File: config.mk
export PLATFORM = sky130hd
export DESIGN_NAME = spi_slave_ctrl
export DESIGN_NICKNAME = d
export VERILOG_FILES = /design/src/rtl/spi_slave_pkg.sv /design/src/rtl/spi_slave_ctrl_sync_edge.sv /design/src/rtl/spi_slave_ctrl.sv
export SDC_FILE = /design/constraint.sdc
export NUM_CORES = 1
export LEC_CHECK = 0
export CAP_MARGIN = 25
export CORE_MARGIN = 4
export CORE_UTILIZATION = 30
export CTS_BUF_LIST = sky130_fd_sc_hd__clkbuf_16
export CTS_CLUSTER_SIZE = 24
export DETAILED_ROUTE_END_ITERATION = 10
export GPL_TIMING_DRIVEN = 0
export PLACE_DENSITY = 0.57
export SYNTH_ARGS = -nofsm -noshare
export SYNTH_HDL_FRONTEND = slang
export SYNTH_SLANG_ARGS = --single-unit
File: constraint.sdc
create_clock -name clk -period 2.1 [get_ports clk]
set_clock_uncertainty 0.2 [all_clocks]
set_input_delay 0.42 -clock clk [delete_from_list [all_inputs] [get_ports clk]]
set_output_delay 0.42 -clock clk [all_outputs]
set_load 0.05 [all_outputs]
File: src/rtl/spi_slave_pkg.sv
// Shared definitions for the SPI mode-0 target port: default idle byte,
// controller state encoding and bit positions of the bus_ctrl status word.
package spi_slave_pkg;

    localparam logic [7:0] IDLE_BYTE_DEF = 8'hFF;

    typedef enum logic {
        ST_IDLE   = 1'b0,
        ST_ACTIVE = 1'b1
    } spi_state_e;

    localparam int STAT_RX_VALID     = 0;
    localparam int STAT_TX_EMPTY     = 1;
    localparam int STAT_RX_OVERRUN   = 2;
    localparam int STAT_TX_OVERWRITE = 3;
    localparam int STAT_BUSY         = 4;

endpackage

File: src/rtl/spi_slave_ctrl_sync_edge.sv
// Multi-stage synchronizer for an asynchronous pin with single-clk rise and
// fall pulses derived from the synchronized level.
module sync_edge #(
    parameter int   STAGES  = 2,
    parameter logic RST_VAL = 1'b0
) (
    input  logic clk,
    input  logic rst,
    input  logic d_i,
    output logic rise_o,
    output logic fall_o
);

    logic [STAGES-1:0] sync_q;
    logic              prev_q;

    // Shift the pin through the synchronizer and remember the previous level.
    always_ff @(posedge clk) begin
        if (rst) begin
            sync_q <= {STAGES{RST_VAL}};
            prev_q <= RST_VAL;
        end else begin
            sync_q <= {sync_q[STAGES-2:0], d_i};
            prev_q <= sync_q[STAGES-1];
        end
    end

    assign rise_o =  sync_q[STAGES-1] & ~prev_q;
    assign fall_o = ~sync_q[STAGES-1] &  prev_q;

endmodule

File: src/rtl/spi_slave_ctrl.sv
// SPI mode-0 target port oversampled on clk. Exposes a TX holding register
// and an RX register to the host bus plus sticky error flags and an
// active-low interrupt.
module spi_slave_ctrl
    import spi_slave_pkg::*;
#(
    parameter int         SYNC_STAGES = 2,
    parameter logic [7:0] IDLE_BYTE   = IDLE_BYTE_DEF
) (
    input  logic       clk,
    input  logic       rst,
    input  logic       sclk,
    input  logic       cs_n,
    input  logic       mosi,
    output logic       miso,
    output logic       miso_oe,
    input  logic [7:0] tx_data,
    input  logic       tx_wr,
    output logic [7:0] rx_data,
    input  logic       rx_rd,
    input  logic       ovr_clr,
    output logic       rx_valid,
    output logic       tx_empty,
    output logic       rx_overrun,
    output logic       tx_overwrite,
    output logic       busy,
    output logic       irq_n
);

    logic sclk_rise, sclk_fall, cs_rise, cs_fall;
    logic [SYNC_STAGES-1:0] mosi_sync_q;
    logic mosi_s;

    spi_state_e state_q;
    logic [2:0] bit_cnt_q;
    logic [7:0] rx_shift_q, tx_shift_q, tx_hold_q, rx_data_q;
    logic       tx_empty_q, rx_valid_q, rx_overrun_q, tx_overwrite_q;
    logic       miso_q, miso_oe_q, busy_q;

    logic [7:0] load_byte_d, rx_shift_d, tx_shift_d;

    sync_edge #(.STAGES(SYNC_STAGES), .RST_VAL(1'b0)) u_sclk_sync (
        .clk    (clk),
        .rst    (rst),
        .d_i    (sclk),
        .rise_o (sclk_rise),
        .fall_o (sclk_fall)
    );

    sync_edge #(.STAGES(SYNC_STAGES), .RST_VAL(1'b1)) u_cs_sync (
        .clk    (clk),
        .rst    (rst),
        .d_i    (cs_n),
        .rise_o (cs_rise),
        .fall_o (cs_fall)
    );

    // Level-only synchronizer for mosi, same depth so it stays aligned with sclk.
    always_ff @(posedge clk) begin
        if (rst) begin
            mosi_sync_q <= '0;
        end else begin
            mosi_sync_q <= {mosi_sync_q[SYNC_STAGES-2:0], mosi};
        end
    end

    assign mosi_s = mosi_sync_q[SYNC_STAGES-1];

    // Next byte to present on miso, incoming shift value and outgoing shift value.
    always_comb begin
        load_byte_d = tx_empty_q ? IDLE_BYTE : tx_hold_q;
        rx_shift_d  = {rx_shift_q[6:0], mosi_s};
        tx_shift_d  = {tx_shift_q[6:0], 1'b0};
    end

    // Transfer state machine, host register file and sticky flags.
    // Order matters: clears come first so same-cycle set events win, and the
    // tx_wr update comes last so a new byte survives a simultaneous load.
    always_ff @(posedge clk) begin
        if (rst) begin
            state_q        <= ST_IDLE;
            bit_cnt_q      <= '0;
            rx_shift_q     <= '0;
            tx_shift_q     <= '0;
            tx_hold_q      <= '0;
            rx_data_q      <= '0;
            tx_empty_q     <= 1'b1;
            rx_valid_q     <= 1'b0;
            rx_overrun_q   <= 1'b0;
            tx_overwrite_q <= 1'b0;
            miso_q         <= 1'b0;
            miso_oe_q      <= 1'b0;
            busy_q         <= 1'b0;
        end else begin
            if (rx_rd) begin
                rx_valid_q <= 1'b0;
            end
            if (ovr_clr) begin
                rx_overrun_q   <= 1'b0;
                tx_overwrite_q <= 1'b0;
            end
            case (state_q)
                ST_IDLE: begin
                    if (cs_fall) begin
                        state_q    <= ST_ACTIVE;
                        busy_q     <= 1'b1;
                        miso_oe_q  <= 1'b1;
                        bit_cnt_q  <= '0;
                        tx_shift_q <= load_byte_d;
                        miso_q     <= load_byte_d[7];
                        tx_empty_q <= 1'b1;
                    end
                end
                ST_ACTIVE: begin
                    if (cs_rise) begin
                        state_q   <= ST_IDLE;
                        bit_cnt_q <= '0;
                        miso_oe_q <= 1'b0;
                        miso_q    <= 1'b0;
                        busy_q    <= 1'b0;
                    end else if (sclk_rise) begin
                        rx_shift_q <= rx_shift_d;
                        bit_cnt_q  <= bit_cnt_q + 3'd1;
                        if (bit_cnt_q == 3'd7) begin
                            rx_data_q  <= rx_shift_d;
                            rx_valid_q <= 1'b1;
                            if (rx_valid_q && !rx_rd) begin
                                rx_overrun_q <= 1'b1;
                            end
                        end
                    end else if (sclk_fall) begin
                        if (bit_cnt_q == 3'd0) begin
                            tx_shift_q <= load_byte_d;
                            miso_q     <= load_byte_d[7];
                            tx_empty_q <= 1'b1;
                        end else begin
                            tx_shift_q <= tx_shift_d;
                            miso_q     <= tx_shift_d[7];
                        end
                    end
                end
                default: state_q <= ST_IDLE;
            endcase
            if (tx_wr) begin
                tx_hold_q  <= tx_data;
                tx_empty_q <= 1'b0;
                if (!tx_empty_q) begin
                    tx_overwrite_q <= 1'b1;
                end
            end
        end
    end

    assign miso         = miso_q;
    assign miso_oe      = miso_oe_q;
    assign rx_data      = rx_data_q;
    assign rx_valid     = rx_valid_q;
    assign tx_empty     = tx_empty_q;
    assign rx_overrun   = rx_overrun_q;
    assign tx_overwrite = tx_overwrite_q;
    assign busy         = busy_q;
    assign irq_n        = ~(rx_valid_q | rx_overrun_q);

endmodule
======== Yosys cells after proc, flatten, opt, wreduce, memory -nomap -nowiden ========
Cells that the tools add are included.
word-level totals
  word-level logic and storage cells ...... 97
  register bits ........................... 48
operators by class
  add/sub/neg operators ................... 1
  mux-type cells .......................... 43
  bitwise logic cells ..................... 12
  equal/unequal tests ..................... 14
  reductions and logical operators ........ 10
operator list
  cell                 number
  $mux 7               5
  $mux 1               28
  $ne 3x3->1 const B   7
  $pmux 7 s2           1
  $ne 2x2->1 const B   5
  $mux 3               3
  $mux 8               1
  $pmux 1 s2           4
  $reduce_and 4->1     2
  $not 1->1            7
  $pmux 3 s2           1
  $reduce_and 3->1     2
  $reduce_and 5->1     1
  $and 1x1->1          4
  $reduce_and 2->1     2
  $add 3x1->3 const B  1
  $eq 3x3->1 const B   1
  $logic_not 3->1      1
  $ne 3x2->1 const B   1
  $logic_and 1x1->1    1
  $logic_not 1->1      1
  $or 1x1->1           1

======== Longest topological paths before layout ========
  word-level depth ........................ 7
  gate-level depth with buffers ........... 7
  mapped depth without buffers ............ 6

======== Modules after synthesis ========
A second synthesis with hierarchy kept.
second synthesis, totals
  cells, all modules ...................... 217
  area, all modules ....................... 1984.4 um^2
by module, submodules not included
  module                    area an instance (um^2)  cells each  instances
  spi_slave_ctrl            1800.5                   201         1
  sync_edge at u_cs_sync    92.6                     8           1
  sync_edge at u_sclk_sync  91.3                     8           1

======== Worst setup path after synthesis ========
OpenSTA, ideal clock, no wires.
  path type ............................... reg2out
  from .................................... register rx_overrun_q (netlist: rx_overrun)
  to ...................................... output irq_n
  cell stages (with the launch flop) ...... 2
  data arrival time ....................... 1210 ps
  path buffers ............................ 0
  slack ................................... 270 ps
  cells stage by stage .................... dfxtp_1 nor2_1
on the way
  word-level cells in the longest chain between the ends .. 2
ends and longest elaborated chain
  element                 RTL line               text
  start, declared         spi_slave_ctrl.sv:37   logic tx_empty_q, rx_valid_q, rx_overrun_q, tx_overwrite_q;
  start signal, assigned  spi_slave_ctrl.sv:89   rx_overrun_q <= 1'b0;
  start signal, assigned  spi_slave_ctrl.sv:99   rx_overrun_q <= 1'b0;
  start signal, assigned  spi_slave_ctrl.sv:128  rx_overrun_q <= 1'b1;
  $or 1x1->1              spi_slave_ctrl.sv:162  assign irq_n = ~(rx_valid_q | rx_overrun_q);
  $not 1->1               spi_slave_ctrl.sv:162
  end, declared           spi_slave_ctrl.sv:27   output logic irq_n
No other way between the ends.

======== Worst setup path in the final report ========
  from .................................... register rx_data_q[2] (netlist: rx_data[2])
  to ...................................... output rx_data[2]
RTL lines
  element                 RTL line               text
  start, declared         spi_slave_ctrl.sv:36   logic [7:0] rx_shift_q, tx_shift_q, tx_hold_q, rx_data_q;
  start signal, assigned  spi_slave_ctrl.sv:125  rx_data_q <= rx_shift_d;
  end, declared           spi_slave_ctrl.sv:19   output logic [7:0] rx_data,
No word-level cell between the ends.

==> summary.md <==
| Metric | Value |
|---|---|
| R2R depth | `7` |
| Number of synthesized register bits | `48` |
| Fin Setup TNS | `0 ps` |
| Share of layout cells above drive strength 1 | `11.97%` |
| Crit-path cells | `clkdlybuf4s50_1` |
| Htree depth | `2` |
| Row count | `29` |
| Final ANT Viol Nets | `0` |
| WHS | `between 200 and 250 ps` |
| Pwr Total | `2121 uW` |
| Final WL | `3.951 mm` |
| I/O Buffers | `30` |
| Initial Util | `a little over 30%` |
| Critical setup path kind | `flop to primary output` |
| Req. time, crit path | `1480 ps` |
| Clock root cell | `clkbuf_16` |
| CP startpoint kind | `flop` |
| CTS Sinks | `48` |
| GR Overflow Total | `0` |
| Post-DP HPWL | `2.763 mm` |
| RSZ-0062 raised after global routing | `false` |
| DRC errors left | `0` |
| Clock-pin slew on the worst setup and hold paths | `~60 ps` |
| Crit Reg-Reg Endpoint | `miso` |
| Core box area | `roughly 6300 um2` |
| Final Worst Setup Slack | `54.81 ps` |
| Post-CTS setup buffers | `0` |
| DR vias | `1442` |
| Total track usage | `about 11%` |
| Post-synth EDFFs | `0` |
| Final core occ | `40.11%` |
| Max Slew Vio Count | `0` |
| Worst-Skew Late Latency | `280 ps` |
| Area grow syn2layout | `29.91%` |
| Element type at the critical path end | `primary output` |
| Worst-Margin Slew | `523.5 ps` |
| Initial antenna violation count | `0` |
| Vias per cell | `about 4.6` |
| Most common cell after layout, fill and taps aside | `dfxtp_1` |
| Kind of cell adding the most delay to the critical path | `buffers and inverters` |
| Ports | `32` |
| CP Max Fanout | `2` |
| Period utilisation layout | `between 90 and 100%` |
| Tmin final | `2045 ps` |
| DR pass1 iterations | `4` |
| Post-synthesis sequential area ratio | `about 49%` |
| CTS tree | `built` |
| Syn Nets | `216` |
| Layout net count | `253` |
| Peak VDD IR | `0.4326 mV` |
| First-pass GRT wire length | `6.775 mm` |
| Hold_sp | `u_cs_sync.sync_q[0]` |
| Largest net degree at the start of global routing | `15` |
| Hold WC Path Type | `flop to flop` |
| Cts hold-fix bufs | `0` |
| CP arrival | `1430 ps` |
| Final setup viols | `0` |
| Max_slew headroom | `65.10%` |
| Achievable Freq | `0.4890 GHz` |
| CP Buf/Inv Count | `1` |
| Delay of the slowest cell on the worst path | `810 ps` |
| Hold Path End | `u_cs_sync.sync_q[1]` |
| Yosys cell types | `35` |
| Hold path depth | `1` |
| Synth warn | `0` |
| Placer Congestion | `0.7611` |
| DR iter-0 viols | `118` |
| Commonest non-fill, non-tap cells in the layout | `48 x dfxtp_1, 26 x nor2_1, 25 x clkdlybuf4s50_1` |
| Netlist Area Pre-Place | `1949 um2` |
| Place WS | `-2.944 ps` |
| Slack of the worst reg-to-reg path | `about 380 ps` |
| Max cap viols | `0` |
| Die area | `7852 um2` |
| P_leak | `0.001095 uW` |
| WP depth | `1` |
| CTS max path bufs | `2` |
| Status | `complete, no violations` |
| Ys flop type | `dfxtp_1` |
| Final Hold Viols | `0` |
| Syn_area_per_cell | `9.895 um2` |
| Clock buffer count from CTS | `5` |
| Crit-path slowest cell | `clkdlybuf4s50_1` |
| Die Ht | `~89 um` |
| Pwr dens | `~840 nW/um2` |
| FFs w/ async S/R, synth | `0%` |
| Wire per inst | `12.70 um` |
| RR Startpoint | `bit_cnt_q[0]` |
| ANT cells | `0` |
| Vias in the first global route | `1400` |
| Cells after Synth | `197` |
| Die X | `88.61 um` |
-- metrics by stage --
stage	cells	cell area, um2
floorplan	197	1949
global placement	304	2346
detailed placement	304	2346
CTS	311	2527
global route	311	2532
finish	311	2532
-- registers in the layout, indices dropped and copies added (netlist names), 2 cells and up --
| signal | count |
|---|---|
| tx_hold_q | 8 |
| rx_data | 8 |
| mosi_sync_q | 2 |
| u_sclk_sync.sync_q | 2 |
| tx_shift_q | 7 |
| rx_shift_q | 7 |
| bit_cnt_q | 3 |
| u_cs_sync.sync_q | 2 |
-- synth_stat cells, types with 2 or more instances --
cell / instances / area (um2)
o21ai_0: 2 / 10.01
nand2b_1: 4 / 25.02
dfxtp_1: 48 / 960.9
or2_2: 3 / 18.77
buf_6: 2 / 22.52
ha_1: 3 / 37.54
a21oi_1: 16 / 80.08
o311ai_1: 6 / 52.55
buf_2: 4 / 20.02
buf_4: 3 / 22.52
nand3b_1: 6 / 45.04
nand4_1: 3 / 18.77
nor2b_1: 9 / 56.30
mux2i_1: 23 / 230.2
nor2_1: 26 / 97.59
inv_1: 6 / 22.52
buf_1: 3 / 11.26
nand3_1: 2 / 10.01
clkbuf_1: 2 / 7.510
nand2_1: 11 / 41.29
-- where the power goes --
part / internal (uW) / total, uW / switching (uW) / leakage, uW
Sequential: 940 / 957 / 17.0 / 0.000391
Combinational: 76.5 / 174 / 97.8 / 0.000614
Clock: 675 / 989 / 315 / 0.0000899
-- per-layer routing --
metal / part of all wire [%] / vias to the layer above / track usage (%)
li1: - / 749 / -
met1: 49 / 658 / 14.77
met2: 45 / 28 / 17.20
met3: 4.8 / 7 / 3.352
met4: 1.3 / 0 / 4.121
met5: 0 / - / 0
-- how the worst max path moves through the flow --
stage                           from      endpoint  slack (ps)
after CTS                 rx_overrun    rx_overrun          20
after global routing      rx_data[7]    rx_data[7]         0.3
after floorplan           rx_overrun         irq_n         270
after detailed placement         rst  tx_hold_q[2]          -3
final                     rx_data[2]    rx_data[2]          50
after global placement           rst  tx_hold_q[5]          10
-- cells by family after synthesis --
logic type               share of synthesized area, %
AO/OA/AOI/OAI                                   13.22
multiplexers                                    11.81
adder cells (fa/ha/maj)                         1.926
AND/OR/NAND/NOR                                 18.29
flip-flops                                      49.29
buffers and inverters                           5.456
-- cell type report --
class | instances | area [um2]
inverters | 6 | 22.52
multi-input cells | 129 | 882.1
clock inverters | 2 | 60.06
well taps | 77 | 96.34
clock buffers | 5 | 125.1
repair buffers | 30 | 301.5
plain buffers | 14 | 83.83
flip-flops and latches | 48 | 960.9
fillers | 655 | 3781
-- timing repair --
action                     CTS  global route
resized for setup            3             2
cloned                       0             0
setup endpoints to repair    3             2
Power figures use the tool's default switching activity.
